### config.mk
export PLATFORM = sky130hd
export DESIGN_NAME = mips32_test_sequencer
export DESIGN_NICKNAME = d
export VERILOG_FILES = /design/src/rtl/mips32_tb_pkg.sv /design/src/rtl/mips32_vector_ram.sv /design/src/rtl/mips32_test_sequencer.sv
export SDC_FILE = /design/constraint.sdc
export NUM_CORES = 1
export LEC_CHECK = 0
export BUFFER_PORTS_ARGS = -buffer_cell sky130_fd_sc_hd__buf_2
export CAP_MARGIN = 0
export CORE_ASPECT_RATIO = 1.5
export CORE_MARGIN = 4
export CORE_UTILIZATION = 32
export CTS_CLUSTER_SIZE = 16
export DETAILED_ROUTE_END_ITERATION = 7
export GPL_TIMING_DRIVEN = 0
export MAX_ROUTING_LAYER = met4
export PLACE_DENSITY = 0.47
export SYNTH_ARGS = -nofsm -noshare
export SYNTH_HDL_FRONTEND = slang
export SYNTH_SLANG_ARGS = --single-unit
### constraint.sdc
create_clock -name clk -period 6.4 [get_ports clk]
set_clock_uncertainty 0.2 [all_clocks]
set_input_delay 1.28 -clock clk [delete_from_list [all_inputs] [get_ports clk]]
set_output_delay 1.28 -clock clk [all_outputs]
set_load 0.05 [all_outputs]
### src/rtl/mips32_tb_pkg.sv
// Shared types and constants for the mips32 vector sequencer.
// The FSM state encoding also appears on the sequencer's debug output.
package mips32_tb_pkg;

  localparam int DEFAULT_DATA_W = 32;

  // The canonical NOP is sll $0,$0,0, which encodes as all zeros.
  localparam logic [31:0] MIPS_NOP = 32'h0000_0000;

  typedef enum logic [2:0] {
    IDLE  = 3'd0,
    ISSUE = 3'd1,
    WAIT  = 3'd2,
    CHECK = 3'd3,
    DONE  = 3'd4
  } seq_state_t;

endpackage

### src/rtl/mips32_vector_ram.sv
// Vector store holding {instruction, expected result} pairs.
// It has one synchronous write port, one asynchronous read port, and no reset.
module mips32_vector_ram #(
  parameter int DATA_W = 32,
  parameter int DEPTH  = 16,
  parameter int ADDR_W = 4
) (
  input  logic                clk,
  input  logic                we,
  input  logic [ADDR_W-1:0]   waddr,
  input  logic [2*DATA_W-1:0] wdata,
  input  logic [ADDR_W-1:0]   raddr,
  output logic [2*DATA_W-1:0] rdata
);

  localparam logic [ADDR_W:0] DEPTH_L = (ADDR_W+1)'(DEPTH);

  logic [2*DATA_W-1:0] mem [DEPTH];

  // Writes to indices beyond DEPTH are discarded when DEPTH < 2**ADDR_W.
  always_ff @(posedge clk) begin
    if (we && ({1'b0, waddr} < DEPTH_L)) begin
      mem[waddr] <= wdata;
    end
  end

  assign rdata = mem[raddr];

endmodule

### src/rtl/mips32_test_sequencer.sv
// Clocked engine that streams stored vectors into the R-type datapath and checks results.
// It tracks pass and fail counts and records the first mismatch.
module mips32_test_sequencer
  import mips32_tb_pkg::*;
#(
  parameter int DATA_W      = DEFAULT_DATA_W,
  parameter int DEPTH       = 16,
  parameter int ADDR_W      = 4,
  parameter int HOLD_CYCLES = 3
) (
  input  logic              clk,
  input  logic              rst_n,
  input  logic              load_en,
  input  logic [ADDR_W-1:0] load_addr,
  input  logic [DATA_W-1:0] load_instr,
  input  logic [DATA_W-1:0] load_expected,
  input  logic              start,
  input  logic [ADDR_W:0]   num_vec,
  input  logic              stop_on_fail,
  input  logic [DATA_W-1:0] result,
  output logic [DATA_W-1:0] instr_out,
  output logic              busy,
  output logic              done,
  output logic [ADDR_W:0]   pass_count,
  output logic [ADDR_W:0]   fail_count,
  output logic [ADDR_W-1:0] first_fail_idx,
  output logic [DATA_W-1:0] first_fail_res,
  output logic [2:0]        state_dbg
);

  localparam int              HOLD_W  = (HOLD_CYCLES > 1) ? $clog2(HOLD_CYCLES) : 1;
  localparam logic [ADDR_W:0] DEPTH_L = (ADDR_W+1)'(DEPTH);
  localparam logic [DATA_W-1:0] NOP   = DATA_W'(MIPS_NOP);

  seq_state_t          state;
  logic [ADDR_W-1:0]   idx;
  logic [ADDR_W-1:0]   last_idx;
  logic [HOLD_W-1:0]   hold_cnt;
  logic                stop_r;
  logic [2*DATA_W-1:0] ram_rdata;
  logic [DATA_W-1:0]   ram_instr;
  logic [DATA_W-1:0]   ram_expected;
  logic [ADDR_W:0]     run_len;
  logic [ADDR_W:0]     run_last;
  logic                mismatch;

  assign busy      = (state == ISSUE) || (state == WAIT) || (state == CHECK);
  assign done      = (state == DONE);
  assign state_dbg = state;

  mips32_vector_ram #(
    .DATA_W (DATA_W),
    .DEPTH  (DEPTH),
    .ADDR_W (ADDR_W)
  ) u_ram (
    .clk   (clk),
    .we    (load_en && !busy),
    .waddr (load_addr),
    .wdata ({load_instr, load_expected}),
    .raddr (idx),
    .rdata (ram_rdata)
  );

  assign ram_instr    = ram_rdata[2*DATA_W-1:DATA_W];
  assign ram_expected = ram_rdata[DATA_W-1:0];
  assign mismatch     = (result != ram_expected);

  // Requested lengths above DEPTH are clamped, so the index never wraps.
  assign run_len  = (num_vec > DEPTH_L) ? DEPTH_L : num_vec;
  assign run_last = run_len - (ADDR_W+1)'(1);

  always_ff @(posedge clk or negedge rst_n) begin
    if (!rst_n) begin
      state          <= IDLE;
      idx            <= '0;
      last_idx       <= '0;
      hold_cnt       <= '0;
      stop_r         <= 1'b0;
      instr_out      <= NOP;
      pass_count     <= '0;
      fail_count     <= '0;
      first_fail_idx <= '0;
      first_fail_res <= '0;
    end else begin
      case (state)
        IDLE, DONE: begin
          if (start) begin
            idx            <= '0;
            last_idx       <= run_last[ADDR_W-1:0];
            stop_r         <= stop_on_fail;
            pass_count     <= '0;
            fail_count     <= '0;
            first_fail_idx <= '0;
            first_fail_res <= '0;
            state          <= (num_vec == '0) ? DONE : ISSUE;
          end
        end
        ISSUE: begin
          instr_out <= ram_instr;
          hold_cnt  <= HOLD_W'(HOLD_CYCLES - 1);
          state     <= WAIT;
        end
        WAIT: begin
          if (hold_cnt == '0) begin
            state <= CHECK;
          end else begin
            hold_cnt <= hold_cnt - HOLD_W'(1);
          end
        end
        CHECK: begin
          if (mismatch) begin
            fail_count <= fail_count + (ADDR_W+1)'(1);
            if (fail_count == '0) begin
              first_fail_idx <= idx;
              first_fail_res <= result;
            end
          end else begin
            pass_count <= pass_count + (ADDR_W+1)'(1);
          end
          if ((idx == last_idx) || (mismatch && stop_r)) begin
            instr_out <= NOP;
            state     <= DONE;
          end else begin
            idx   <= idx + ADDR_W'(1);
            state <= ISSUE;
          end
        end
        default: state <= IDLE;
      endcase
    end
  end

endmodule

# After elaboration in Yosys (flattened, before gate mapping)
# Memories as Yosys holds them, arrays and structs flattened.
# Cells that the tools add are included.
[totals]
ff_bits = 92
ram_bits = 1024
input_bits = 110
out_inout_bits = 83
elab_cells = 80
memories = 1
[memory_table]
columns = ["memory", "depth", "width", "rd", "rd_ports_with_merged_regs", "wr", "line", "text"]
rows = [
  ["u_ram.mem", 16, 64, 1, 0, 1, "mips32_vector_ram.sv:18", "logic [2*DATA_W-1:0] mem [DEPTH];"],
]
[op_classes]
add_sub_neg = 5
order_cmp = 1
n_eq_ne = 14
muxes = 27
n_reduce_logical = 22
[ops]
columns = ["op", "n"]
rows = [
  ["$mux W32", 4],
  ["$pmux W32 S2", 2],
  ["$ne A32 B32 Y1", 1],
  ["$mux W4", 5],
  ["$pmux W5 S2", 2],
  ["$pmux W4 S2", 2],
  ["$mux W5", 3],
  ["$mux W3", 4],
  ["$pmux W3 S4", 1],
  ["$add A5 B1 Y5 const B", 2],
  ["$logic_not A5 Y1", 2],
  ["$ne A2 B2 Y1 const B", 5],
  ["$reduce_and A3 Y1", 3],
  ["$reduce_and A2 Y1", 4],
  ["$eq A3 B2 Y1 const B", 2],
  ["$ne A2 B1 Y1 const B", 3],
  ["$reduce_bool A2 Y1", 3],
  ["$gt A5 B5 Y1 const B", 1],
  ["$add A4 B1 Y4 const B", 1],
  ["$eq A4 B4 Y1", 1],
  ["$pmux W2 S2", 1],
  ["$reduce_and A4 Y1", 1],
  ["$sub A4 B1 Y4 const B", 1],
  ["$eq A3 B1 Y1 const B", 1],
  ["other kinds (10)", 14],
]

# Longest topological paths before layout
# Gate-level depths: netlist of the first run.
[logic_depth]
word_depth = 7
mapped_depth = 16
mapped_depth_nobuf = 10

# Modules after synthesis
# From an unflattened synthesis of the first run, not the netlist that was laid out.
[hier_totals]
hier_cells = 1989
hier_area_um2 = 42724.7
[modules_own_cells]
columns = ["module", "n_inst", "cells_each", "area_each_um2", "seq_area_each_um2"]
rows = [
  ["mips32_vector_ram", 1, 1583, 38300.5, 30749.5],
  ["mips32_test_sequencer", 1, 406, 4424.2, 2302.2],
]

# Worst setup path before layout of the first run
# No wires, ideal clock.
[synth_path]
path_type = "input port to flip-flop"
startpoint = "in load_en"
endpoint = "mem u_ram.mem[2][0] (netlist name), enable pin"
setup_ns = 0.565
arrival_ns = 6.229
t_required_ns = 5.635
path_slack_ns = -0.595
path_stages = 3
cell_sequence = "o21ai_0 > or3b_2 > nor3_1"
[synth_between]
elab_chain_len = 3
[synth_lines]
columns = ["element", "line", "text"]
rows = [
  ["start, declared", "mips32_test_sequencer.sv:13", "input logic load_en,"],
  ["$logic_and A1 B1 Y1", "mips32_test_sequencer.sv:57", ".we (load_en && !busy),"],
  ["$mux W1", "mips32_vector_ram.sv:22", "if (we && ({1'b0, waddr} < DEPTH_L)) begin"],
  ["$mux W1 (implied by the code)", "mips32_vector_ram.sv:23", "mem[waddr] <= wdata;"],
  ["end, declared", "mips32_vector_ram.sv:18", ""],
]
# No other way between the ends.

# Final worst setup path of the first run
[layout_path]
startpoint = "reg idx[1]"
endpoint = "reg instr_out[30]"
[layout_between]
elab_chain_len = 6
word_cells_on_any_way = 8
cone_classes = "3 x eq/ne; 1 x mux; 3 x reduce/logical; 1 x memory"
[layout_lines]
columns = ["element", "line", "text"]
rows = [
  ["start, declared", "mips32_test_sequencer.sv:36", "logic [ADDR_W-1:0] idx;"],
  ["start signal, assigned", "mips32_test_sequencer.sv:124", "idx <= idx + ADDR_W'(1);"],
  ["$mem_v2 Z16 W64", "--", ""],
  ["$ne A32 B32 Y1", "mips32_test_sequencer.sv:66", "assign mismatch = (result != ram_expected);"],
  ["$logic_and A1 B1 Y1", "mips32_test_sequencer.sv:120", "if ((idx == last_idx) || (mismatch && stop_r)) begin"],
  ["$logic_or A1 B1 Y1", "mips32_test_sequencer.sv:120", ""],
  ["$ne A2 B1 Y1 (no source line)", "--", ""],
  ["$reduce_and A2 Y1 (no source line)", "--", ""],
  ["end signal, assigned", "mips32_test_sequencer.sv:99", "instr_out <= ram_instr;"],
  ["end, declared", "mips32_test_sequencer.sv:21", "output logic [DATA_W-1:0] instr_out,"],
]
# Parallel ways exist; a longest one is shown, timed or not.
# A chain may end at the register's enable or synchronous reset.

==> results by group, run 1 <==
Finish
  • Most frequent cells in the layout: edfxtp_1, mux4_2, buf_2
  • Multi-input gate area: 10000 um^2
  • Commonest non-fill, non-tap cell in the layout: edfxtp_1
  • Layout cells sized above 1: 29.9%
  • Fillers: 12173
  • Synth-to-Final Area Change: 19.1%
  • Final Core Density: 38.5%
  • Storage cell area: 33100 um^2
  • Nets: 2584

STA
  • Tmin final: 5580 ps
  • Slew Limit Fails: 0
  • Max transition margin: 5.68%
  • Worst Tran Pin Value: 1410 ps
  • Unrepaired setup endpoints after global routing: no
  • Final Cycle Share: 87.1%
  • # setup viols final: 0
  • Fmax: 179 MHz
  • Fin. Hold Viols: 0
  • Final hold slack: 245 ps

Min path
  • Hold crit path type: in -> async

Synth
  • Number of library cell types mapped by synthesis: 60
  • Sequential element share of the synthesized area: 75.6%
  • Post-synthesis cell type with the largest combined area: edfxtp_1
  • YS warnings: 0
  • Seq cells post-synth: 1116
  • Syn_nets: 2211
  • Async set or reset register ratio after synthesis: 8.24%
  • Synth Flop Type: edfxtp_1
  • Post-Syn Area: 43700 um^2
  • Ranking of synthesized cells by area: edfxtp_1, mux4_2, dfrtp_1
  • Post-synth top area share: 70.3%
  • Average cell area after synthesis: 20.9 um^2
  • Gate Count Post-Synth: 2095
  • Post-synth EDFFs: 1024

Detailed routing
  • First DRT Iteration DRCs: 1855
  • Final WL: 129000 um
  • DRC Markers: 0
  • 1st-pass router iterations: 5
  • Via/cell ratio: 5.08
  • Total number of vias: 21992
  • Post-route ant nets: 0
  • Wirelength per Cell: 29.7 um

Clocking
  • Reg clk slew, reported paths: 60 ps
  • Clock Latency Late Sink: 690 ps
  • H-tree depth: 3
  • Post-CTS resize count: 0
  • TritonCTS Buffers: 111
  • Clk sinks: 1116
  • CTS tree: done
  • Post-CTS setup buffer count: 0
  • CTS root buf: clkbuf_16
  • Longest Clk Path Bufs: 3
  • Post-CTS Hold Buffers: 0

Place
  • Dpl hpwl: 86900 um
  • I/O Buffers: 192
  • GPL Wtd Cong: 0.789

Global route
  • Number of global-route vias before repair: 23316
  • Global-route wire length before repair: 179000 um
  • Initial antenna violation count: 23
  • Pin count of the biggest net entering global routing: 80
  • Total gr overflow: 0
  • GRT Total Usage: 18.6%

Critical path
  • CP arrival: 5890 ps
  • Endpoint type of the worst setup path: flip-flop
  • CP max FO: 10
  • CP Class: reg -> reg
  • CP startpoint kind: flip-flop
  • CP required: 6710 ps

Floorplan
  • Die height: 461 um
  • Rows: 165
  • Die outline width: 310 um
  • Initial Util: 32.4%
  • I/O pin count: 193
  • Die Area: 143000 um^2
  • Core ar.: 135000 um^2

Pwr
  • Clock network power share: 31.0%
  • Max VDD drop: 0.312 mV
  • Cell internal pwr: 14.2 mW
  • Switching power: 6.34 mW
  • Total power: 20.5 mW
  • Flop pwr share: 41.0%
  • Logic pwr share: 28.0%
  • Sw Ratio: 30.9%
  • Pwr/cell area: 394 nW/um^2
  • Leakage: 17.1 nW

Outcome
  • Status: finished clean

Job
  • Maxcap violations: 0
[area by class of cell]
class,count,area share [%]
plain buffers,104,1.32
diodes,14,0.0672
multi-input cells,847,19.3
repair buffers,260,4.74
flip-flops and latches,1116,63.4
clock buffers,153,5.91
well taps,1753,4.21
clock inverters,58,0.862
inverters,28,0.202
[worst paths after layout]
check	cells past startpoint	to	from	slack, ps
min in group clk	1	pass_count[4]	pass_count[4]	310
worst max register to register	10	instr_out[30]	idx[1]	820
worst min-delay path	1	first_fail_res[6]	rst_n	240
max in group asynchronous	2	instr_out[15]	rst_n	4940
worst max-delay path	10	instr_out[30]	idx[1]	820
worst min register to register	1	pass_count[4]	pass_count[4]	310
[cells in the mapped netlist, types with 25 or more instances]
cell      number
a21oi_1       43
buf_1         25
clkbuf_1      33
dfrtp_1       92
edfxtp_1    1024
inv_1         28
mux2_2        27
mux2i_1      134
mux4_2       248
nand2_1      144
nor2_1        30
xnor2_1       63
[sequential cells by signal, indices dropped and copies added (netlist names)]
name            count
first_fail_idx      4
first_fail_res     32
fail_count          5
state_dbg           3
stop_r              1
u_ram.mem        1024
idx                 4
instr_out          32
pass_count          5
last_idx            4
hold_cnt            2
[power groups by stage]
stage	sequential (mW)	combinational, mW	clock [mW]
finish	8.43	5.75	6.37
global route	8.46	6.11	6.81
CTS	8.43	5.89	6.51
detailed placement	8.58	5.87	0
global placement	8.61	5.77	0
floorplan	9.06	3.32	0
[cell families after synthesis]
group / Yosys count / synth area share [%]
AO/OA/AOI/OAI: 117 / 1.89
XOR/XNOR: 74 / 1.48
adder cells (fa/ha/maj): 6 / 0.172
buffers and inverters: 132 / 1.81
flip-flops: 1116 / 75.6
multiplexers: 412 / 16.6
AND/OR/NAND/NOR: 238 / 2.45
[per-layer routing]
layer / wire length, um / global-route usage, % / up-vias
li1: - / - / 9317
met1: 53000 / 23.2 / 11859
met2: 65800 / 31.5 / 654
met3: 7360 / 3.47 / 162
met4: 2540 / 4.35 / 0
met5: 0 / - / -
[worst max-delay path, cell delays in order (launching register included)]
cell,delay [ps]
dfrtp_1,510
buf_4,290
buf_2,440
buf_2,500
buf_2,590
clkbuf_1,590
xnor2_1,190
nand4_1,430
a21oi_1,740
clkbuf_1,800
a21oi_1,90
[metrics by stage]
step | worst slack, ps | TNS (ps) | cells | area, um^2
6_report | 825 | 0 | 4333 | 52100
5_1_grt | 453 | 0 | 4332 | 52100
4_1_cts | 636 | 0 | 4318 | 52000
3_5_place_dp | 640 | 0 | 4107 | 48500
3_3_place_gp | -3990 | -3486490 | 4040 | 46900
2_1_floorplan | 1140 | 0 | 2095 | 43800
Note: power is estimated with default switching activity, not from simulation.
==> run 2: changes to the inputs <==
- PLACE_DENSITY: 0.47 -> not set
- PLACE_DENSITY_LB_ADDON: not set -> 0.08
==> results by group, run 2 (synthesis gave the netlist of run 1 again) <==
Global route
  • Total gr overflow: 0
  • Initial antenna violation count: 19
  • Global-route wire length before repair: 187000 um
  • Pin count of the biggest net entering global routing: 62
  • GRT Total Usage: 19.4%
  • Number of global-route vias before repair: 23897

STA
  • Slew Limit Fails: 0
  • Setup_tns: 0 ps
  • Fmax: 169 MHz
  • Unrepaired setup endpoints after global routing: no
  • Max transition margin: 8.06%
  • Final hold slack: 271 ps
  • Final Cycle Share: 92.6%
  • Worst Tran Pin Value: 1370 ps
  • Tmin final: 5930 ps
  • # setup viols final: 0
  • Fin. Hold Viols: 0

Finish
  • Most flop-heavy register: u_ram.mem
  • Nets: 2595
  • Max reg flops: 1024
  • Biggest regs: u_ram.mem x1024, first_fail_res x32, instr_out x32
  • Layout cells sized above 1: 30.7%
  • Most frequent cells in the layout: edfxtp_1, mux4_2, buf_2
  • Fillers: 12195
  • Synth-to-Final Area Change: 20.0%
  • Commonest non-fill, non-tap cell in the layout: edfxtp_1

Min path
  • Hold crit path type: in -> async

Critical path
  • CP max FO: 10
  • Slowest-stage cell, CP: clkbuf_1
  • Most used cell, CP: buf_2
  • CP Class: reg -> reg
  • Endpoint type of the worst setup path: flip-flop
  • Crit-path max cell delay: 840 ps
  • Crit path cell chain: buf_4, buf_2, buf_2, buf_2, mux2i_1, xnor2_1, o21ai_1, nand4_4, o21ai_2, a21oi_1, clkbuf_1, a21oi_1
  • CP arrival: 6240 ps
  • CP startpoint kind: flip-flop
  • CP required: 6720 ps

Clocking
  • CTS tree: done
  • Post-CTS setup buffer count: 0
  • CTS root buf: clkbuf_16
  • Post-CTS Hold Buffers: 0
  • Clk sinks: 1116
  • H-tree depth: 3
  • Clock Latency Late Sink: 710 ps
  • Post-CTS resize count: 0
  • Reg clk slew, reported paths: 60 ps
  • Longest Clk Path Bufs: 3
  • TritonCTS Buffers: 111

Floorplan
  • Die height: 461 um
  • Die outline width: 310 um
  • Initial Util: 32.4%
  • Rows: 165
  • I/O pin count: 193
  • Core ar.: 135000 um^2
  • Die Area: 143000 um^2

Detailed routing
  • DRC Markers: 0
  • Final WL: 135000 um
  • 1st-pass router iterations: 5
  • Wirelength per Cell: 31.0 um
  • First DRT Iteration DRCs: 1664
  • Post-route ant nets: 0
  • Via/cell ratio: 5.11
  • Total number of vias: 22150

Outcome
  • Status: finished clean

Place
  • Dpl hpwl: 92300 um
  • I/O Buffers: 192
  • GPL Wtd Cong: 0.779

Job
  • Maxcap violations: 0

Pwr
  • Leakage: 17.3 nW
  • Max VDD drop: 0.248 mV
  • Pwr/cell area: 396 nW/um^2
run 2: worst paths after layout:
kind                               startpoint            endpoint  slack (ps)  cells after the start
worst min-delay path                    rst_n  first_fail_res[31]         270                      1
worst max-delay path                   idx[1]       instr_out[28]         470                     12
worst max register to register         idx[1]       instr_out[28]         470                     12
min in group clk                pass_count[4]       pass_count[4]         270                      1
worst min register to register  pass_count[4]       pass_count[4]         270                      1
max in group asynchronous               rst_n         hold_cnt[1]        4920                      2
run 2: layout make-up:
type / count / area (um^2) / share of cell area, %
clock inverters: 55 / 449 / 0.856
diodes: 12 / 30.0 / 0.0572
plain buffers: 104 / 688 / 1.31
well taps: 1753 / 2190 / 4.18
clock buffers: 152 / 3190 / 6.07
inverters: 28 / 105 / 0.200
flip-flops and latches: 1116 / 33100 / 63.0
repair buffers: 271 / 2760 / 5.25
multi-input cells: 847 / 10000 / 19.1
run 2: power breakdown:
part	switching [mW]	internal, mW
combinational	3.51	2.28
sequential	0.153	8.29
clock	2.78	3.75
total	6.44	14.3
run 2: critical path, delay by kind of cell (launching register included):
kind                   cells  cell delay, ps
AND/OR/NAND/NOR            1             300
XOR/XNOR                   1             180
multiplexers               1             570
flip-flops                 1             460
buffers and inverters      5            2720
AO/OA/AOI/OAI              4            1260
run 2: layer usage:
layer  global-route usage [%]  up-vias  wire length (um)
met2                     32.6      619             68000
met4                     5.52        0              3520
met5                        -        -                 0
met3                     3.07      172              6570
li1                         -     9317                 -
met1                     24.5    12042             56500
run 2: through the flow:
stage	area (um^2)	util, %	power (mW)	setup WS [ps]	cells
global placement	46900	34.7	14.5	-4140	4040
detailed placement	48800	36.1	14.6	283	4118
finish	52500	38.8	20.8	474	4338
floorplan	43800	-	12.4	1140	2095
CTS	52500	38.8	21.1	254	4325
global route	52500	38.8	21.7	90.2	4337
